### src/rtl/muldiv_unit.sv
// muldiv_unit: multi-cycle shift-add multiply / restoring divide with HI/LO registers
module muldiv_unit #(
    parameter int WIDTH = 32
) (
    input  logic             clk,
    input  logic             rst,
    input  logic             start,
    input  logic [2:0]       op,
    input  logic [WIDTH-1:0] a,
    input  logic [WIDTH-1:0] b,
    output logic             busy,
    output logic             done,
    output logic             dz,
    output logic [WIDTH-1:0] hi,
    output logic [WIDTH-1:0] lo
);
    localparam int CW = (WIDTH > 1) ? $clog2(WIDTH) : 1;
    localparam logic [1:0] S_IDLE = 2'd0;
    localparam logic [1:0] S_RUN  = 2'd1;
    localparam logic [1:0] S_FIX  = 2'd2;

    logic [1:0]         state_q, state_d;
    logic [CW-1:0]      cnt_q, cnt_d;
    logic               is_div_q, is_div_d;
    logic               neg_q, neg_d;
    logic               rneg_q, rneg_d;
    logic               bz_q, bz_d;
    logic               dz_q, dz_d;
    logic [WIDTH-1:0]   a_q, a_d;
    logic [WIDTH-1:0]   b_q, b_d;
    logic [WIDTH-1:0]   hi_q, hi_d;
    logic [WIDTH-1:0]   lo_q, lo_d;
    logic [2*WIDTH-1:0] acc_q, acc_d;

    logic               accept, a_neg, b_neg, div_ge;
    logic [WIDTH-1:0]   a_mag, b_mag, quo, rem, fin_hi, fin_lo;
    logic [WIDTH:0]     mul_sum, div_t, div_diff;
    logic [2*WIDTH-1:0] iter, prod_fix;

    // Operand magnitudes, one iteration step of the engine, and the sign-corrected final result
    always_comb begin
        accept   = start && (state_q == S_IDLE);
        a_neg    = op[0] & a[WIDTH-1];
        b_neg    = op[0] & b[WIDTH-1];
        a_mag    = a_neg ? -a : a;
        b_mag    = b_neg ? -b : b;
        mul_sum  = {1'b0, acc_q[2*WIDTH-1:WIDTH]} + (acc_q[0] ? {1'b0, b_q} : '0);
        div_t    = {acc_q[2*WIDTH-1:WIDTH], acc_q[WIDTH-1]};
        div_diff = div_t - {1'b0, b_q};
        div_ge   = !div_diff[WIDTH];
        iter     = is_div_q ? {div_ge ? div_diff[WIDTH-1:0] : div_t[WIDTH-1:0], acc_q[WIDTH-2:0], div_ge}
                            : {mul_sum, acc_q[WIDTH-1:1]};
        prod_fix = neg_q ? -iter : iter;
        quo      = neg_q ? -iter[WIDTH-1:0] : iter[WIDTH-1:0];
        rem      = rneg_q ? -iter[2*WIDTH-1:WIDTH] : iter[2*WIDTH-1:WIDTH];
        fin_hi   = is_div_q ? (bz_q ? a_q : rem) : prod_fix[2*WIDTH-1:WIDTH];
        fin_lo   = is_div_q ? (bz_q ? '1 : quo) : prod_fix[WIDTH-1:0];
    end

    // Control FSM: accept in IDLE, iterate WIDTH times in RUN, publish HI/LO on entry to FIX
    always_comb begin
        state_d  = state_q;
        cnt_d    = cnt_q;
        is_div_d = is_div_q;
        neg_d    = neg_q;
        rneg_d   = rneg_q;
        bz_d     = bz_q;
        dz_d     = dz_q;
        a_d      = a_q;
        b_d      = b_q;
        hi_d     = hi_q;
        lo_d     = lo_q;
        acc_d    = acc_q;
        if (accept && op[2:1] == 2'b10) begin
            hi_d = op[0] ? hi_q : a;
            lo_d = op[0] ? a : lo_q;
        end else if (accept && !op[2]) begin
            state_d  = S_RUN;
            cnt_d    = CW'(WIDTH - 1);
            is_div_d = op[1];
            neg_d    = a_neg ^ b_neg;
            rneg_d   = a_neg;
            bz_d     = (b == '0);
            dz_d     = 1'b0;
            a_d      = a;
            b_d      = b_mag;
            acc_d    = {{WIDTH{1'b0}}, a_mag};
        end else if (state_q == S_RUN) begin
            acc_d = iter;
            cnt_d = cnt_q - 1'b1;
            if (cnt_q == '0) begin
                state_d = S_FIX;
                hi_d    = fin_hi;
                lo_d    = fin_lo;
                dz_d    = is_div_q & bz_q;
            end
        end else if (state_q == S_FIX) begin
            state_d = S_IDLE;
        end
    end

    // State and datapath registers; reset aborts any operation in flight
    always_ff @(posedge clk or negedge rst) begin
        if (!rst) begin
            state_q  <= S_IDLE;
            cnt_q    <= '0;
            is_div_q <= 1'b0;
            neg_q    <= 1'b0;
            rneg_q   <= 1'b0;
            bz_q     <= 1'b0;
            dz_q     <= 1'b0;
            a_q      <= '0;
            b_q      <= '0;
            hi_q     <= '0;
            lo_q     <= '0;
            acc_q    <= '0;
        end else begin
            state_q  <= state_d;
            cnt_q    <= cnt_d;
            is_div_q <= is_div_d;
            neg_q    <= neg_d;
            rneg_q   <= rneg_d;
            bz_q     <= bz_d;
            dz_q     <= dz_d;
            a_q      <= a_d;
            b_q      <= b_d;
            hi_q     <= hi_d;
            lo_q     <= lo_d;
            acc_q    <= acc_d;
        end
    end

    assign busy = (state_q != S_IDLE);
    assign done = (state_q == S_FIX);
    assign dz   = dz_q;
    assign hi   = hi_q;
    assign lo   = lo_q;
endmodule
### config.mk
export PLATFORM = sky130hd
export DESIGN_NAME = muldiv_unit
export DESIGN_NICKNAME = d
export VERILOG_FILES = /design/src/rtl/muldiv_unit.sv
export SDC_FILE = /design/constraint.sdc
export NUM_CORES = 1
export LEC_CHECK = 0
export CAP_MARGIN = 10
export CORE_MARGIN = 2
export CORE_UTILIZATION = 35
export CTS_CLUSTER_DIAMETER = 100
export CTS_CLUSTER_SIZE = 16
export DETAILED_ROUTE_END_ITERATION = 7
export GPL_TIMING_DRIVEN = 1
export PLACE_DENSITY = 0.65
export SYNTH_ARGS = -nofsm -noshare
export SYNTH_HDL_FRONTEND = slang
export SYNTH_SLANG_ARGS = --single-unit
### constraint.sdc
create_clock -name clk -period 6 [get_ports clk]
set_clock_uncertainty 0.15 [all_clocks]
set_input_delay 1.5 -clock clk [delete_from_list [all_inputs] [get_ports clk]]
set_output_delay 1.5 -clock clk [all_outputs]
set_load 0.05 [all_outputs]
==> results by group <==
Status
  • Status: complete, no violations

Synth
  • Complex-gate fraction of the synthesized area: 27.1%
  • Post-synth EDFFs: 0
  • Async set-reset flop share out of synthesis: 100%
  • Syn avg cell area: 7.62 sq um
  • Synth Area in Simple Gates: 23.2%
  • Largest family of logic cells by synthesized area: compound AO/OA/AOI/OAI gates
  • Multiplexer share of the synthesized area: 2.94%
  • Synthesized cell area: 0.0181 sq mm
  • Area share of fa/ha/maj cells after synthesis: 5.07%
  • Xor and xnor area share after synthesis: 8.72%
  • Post-Syn Nets: 2,513
  • Sequential element share of the synthesized area: 28.2%
  • Main flop type after synthesis: dfrtp_1
  • Netlist cell types: 102
  • Synth warnings: 0
  • Cell count after synthesis: 2,371
  • Seq cells post-synth: 204

Cells and area
  • Nets: 2,629
  • Ratio of cells with drive above 1 in the final layout: 7.95%
  • Fillers: 5,181
  • Ant diodes: 0
  • Area growth from synthesis to layout: 16.4%
  • Fin area: 0.0210 sq mm

Floorplanning
  • Die Area: 0.0535 sq mm
  • Core Box Area: 0.0512 sq mm
  • Starting Density: 35.3%
  • DIE HEIGHT: 231 microns
  • IO Pins: 137
  • Row count: 83
  • Die X: 231 microns

Route
  • Drt pass-1 iters: 6
  • Post-DR wirelength/cell: 24.5 microns
  • Post-Route WL: 77,600 microns
  • Drt via density: 6.13
  • DRT antenna net count: 0
  • DRC viols: 0
  • First DRT Iteration DRCs: 2,194
  • Via count: 19,400

Setup path
  • Crit-path max cell delay: 620 ps
  • Worst Path Arrival: 6020 ps
  • Worst path cell trace: buf_4 > and2_1 > ha_1 > a211oi_1 > o211ai_1 > a21bo_2 > a31oi_1 > mux2i_1 > o21a_1 > a221oi_1 > nor2_4 > nand3_1 > or2_4 > or4_1 > o32ai_1 > a32o_1
  • WS Path Type: register to register
  • CP endpoint kind: register
  • Setup crit start kind: register
  • Crit path required time: 6330 ps
  • CP Max Fanout: 14
  • CP max-delay cell: dfrtp_1

Global routing
  • Initial antenna violation count: 3
  • Vias in the first global route: 18,400
  • Total track usage: 28.4%
  • First-pass GRT wire length: 117,000 microns
  • Total grt overflow: 0
  • Maximum number of pins on one net before global-route repair: 114

Placement
  • DP HPWL: 59,300 microns
  • Port buffer count: 136
  • Routability cong.: 1.00
  • Post-DP Area: 0.0206 sq mm

STA
  • Period utilisation layout: 94.9%
  • RSZ-0062 raised after global routing: no
  • Slew headroom: 19.5%
  • Fin. Hold Viols: 0
  • Slew Viols, Final: 0
  • Setup TNS: 0 ps
  • Max Freq: 176 MHz
  • Slew @ Worst Pin: 1200 ps
  • Crit path time final: 5690 ps
  • Final setup violation count: 0

Clocking
  • CTS Sinks: 204
  • Clk pin slew, worst setup/hold paths: 80 ps
  • CTS tree: built
  • Clock Tree Buf Depth: 3
  • Worst skew pair latency: 540 ps
  • Root Driver: clkbuf_16
  • Hold_buf cts: 0
  • CTS H-tree depth: 1
  • Clock buffer count from CTS: 17

Run
  • Max Cap Violations: 0

Min path
  • Worst hold-check path type: register to register
[synth_stat cells, types with 5 or more instances]
master	instances	share of area, %
a211oi_1	19	0.79
buf_2	17	0.47
clkbuf_1	101	2.1
o31ai_1	30	1.2
nor3_1	64	1.8
a311oi_1	6	0.29
and2_1	43	1.5
a21o_1	23	0.96
or2_2	6	0.21
nand3_1	76	2.1
o221ai_1	11	0.53
o31a_1	5	0.24
and3_1	15	0.52
nor2b_1	10	0.35
nor4_1	20	0.69
nor3b_1	5	0.21
a31oi_1	26	0.90
buf_1	20	0.42
xor2_1	83	4.0
or4_1	7	0.29
inv_1	73	1.5
o21ai_0	239	6.6
nor2_1	155	3.2
nand2b_1	17	0.59
xnor2_1	97	4.7
o21ai_1	12	0.33
a221o_1	6	0.33
mux2i_1	47	2.6
o21bai_1	12	0.50
nand2_1	383	8.0
o21a_1	16	0.66
a2111oi_0	6	0.29
nand4_1	25	0.87
a211o_1	7	0.34
o41ai_1	12	0.58
ha_1	70	4.8
dfrtp_1	204	28
or3_1	28	0.97
o211ai_1	50	2.1
a21oi_1	153	4.2
o22ai_1	41	1.4
a31o_2	5	0.24
a22oi_1	5	0.21
a221oi_1	13	0.63
[per-layer routing]
layer	part of all wire, %	global-route usage (%)	vias up
met1	43	39.5	9503
li1	-	-	8825
met3	8.0	3.54	139
met2	45	45.0	974
met5	0	0	-
met4	3.6	10.1	0
[final timing paths]
kind	from	end	slack, ps	cells past startpoint
setup / recovery	acc_q[0]	hi[30]	310	16
hold / removal	a_q[5]	a_q[5]	320	2
hold reg to reg	a_q[5]	a_q[5]	320	2
max in group asynchronous	rst	is_div_q	3550	2
setup reg to reg	acc_q[0]	hi[30]	310	16
min in group asynchronous	rst	a_q[19]	900	1
[worst max-delay path: cells and delay by family (launching register included)]
family	cells	cell delay, ps
muxes	1	280
buffers and inverters	1	290
and+or+nand+nor	5	1490
adders and majority gates	1	260
DFF	1	620
AOI/OAI and AO/OA	8	2530
[registers in the layout, indices dropped and copies added (netlist names)]
register  count
acc_q        64
a_q          32
hi           32
is_div_q      1
lo           32
state_q       2
b_q          32
neg_q         1
bz_q          1
cnt_q         5
dz            1
rneg_q        1
[per-stage QoR]
step	setup WS [ps]	cells	hold slack (ps)	utilization [%]
finish	306	3171	322	41.1
global route	38.6	3171	344	41.1
CTS	287	3171	326	41.1
detailed placement	347	3148	307	40.1
global placement	330	3148	303	40.1
floorplan	202	2371	287	-
[layout make-up]
| cell class | count | area, sq um | share of cell area, % |
|---|---|---|---|
| multi-input cells | 1949 | 12200 | 57.8 |
| clock inverters | 4 | 33.8 | 0.161 |
| inverters | 75 | 282 | 1.34 |
| clock buffers | 19 | 433 | 2.06 |
| repair buffers | 240 | 2170 | 10.3 |
| flip-flops and latches | 204 | 5110 | 24.3 |
| well taps | 680 | 851 | 4.04 |
[kinds of logic after synthesis]
logic type | after synthesis
AOI/OAI and AO/OA | 757
xor gates and xnor gates | 180
and+or+nand+nor | 888
DFF | 204
adders and majority gates | 72
buffers and inverters | 218
muxes | 52
[placed cells by master, fill, tap and decap left out, types with 16 or more instances in the layout]
cell,count
o21ai_0,238
a21oi_1,152
nand4_1,25
clkdlybuf4s50_1,135
o211ai_1,50
o21a_1,16
nor2_1,154
xor2_1,83
a211oi_1,19
a21o_1,23
clkbuf_16,17
inv_1,73
dfrtp_1,203
nor3_1,64
nand2_1,383
nor4_1,19
xnor2_1,97
or3_1,28
nand2b_1,16
o31ai_1,30
mux2i_1,47
nand3_1,76
buf_4,102
o22ai_1,41
a31oi_1,26
and2_1,43
ha_1,70
[repair_timing]
action                     4_1_cts  5_1_grt
resized for setup                0        4
setup buffers                    0        0
setup endpoints to repair        0        7
Power is left out: the tool's default activity adds up to more than one toggle a clock period on the data nets, which glitch-free logic cannot reach.
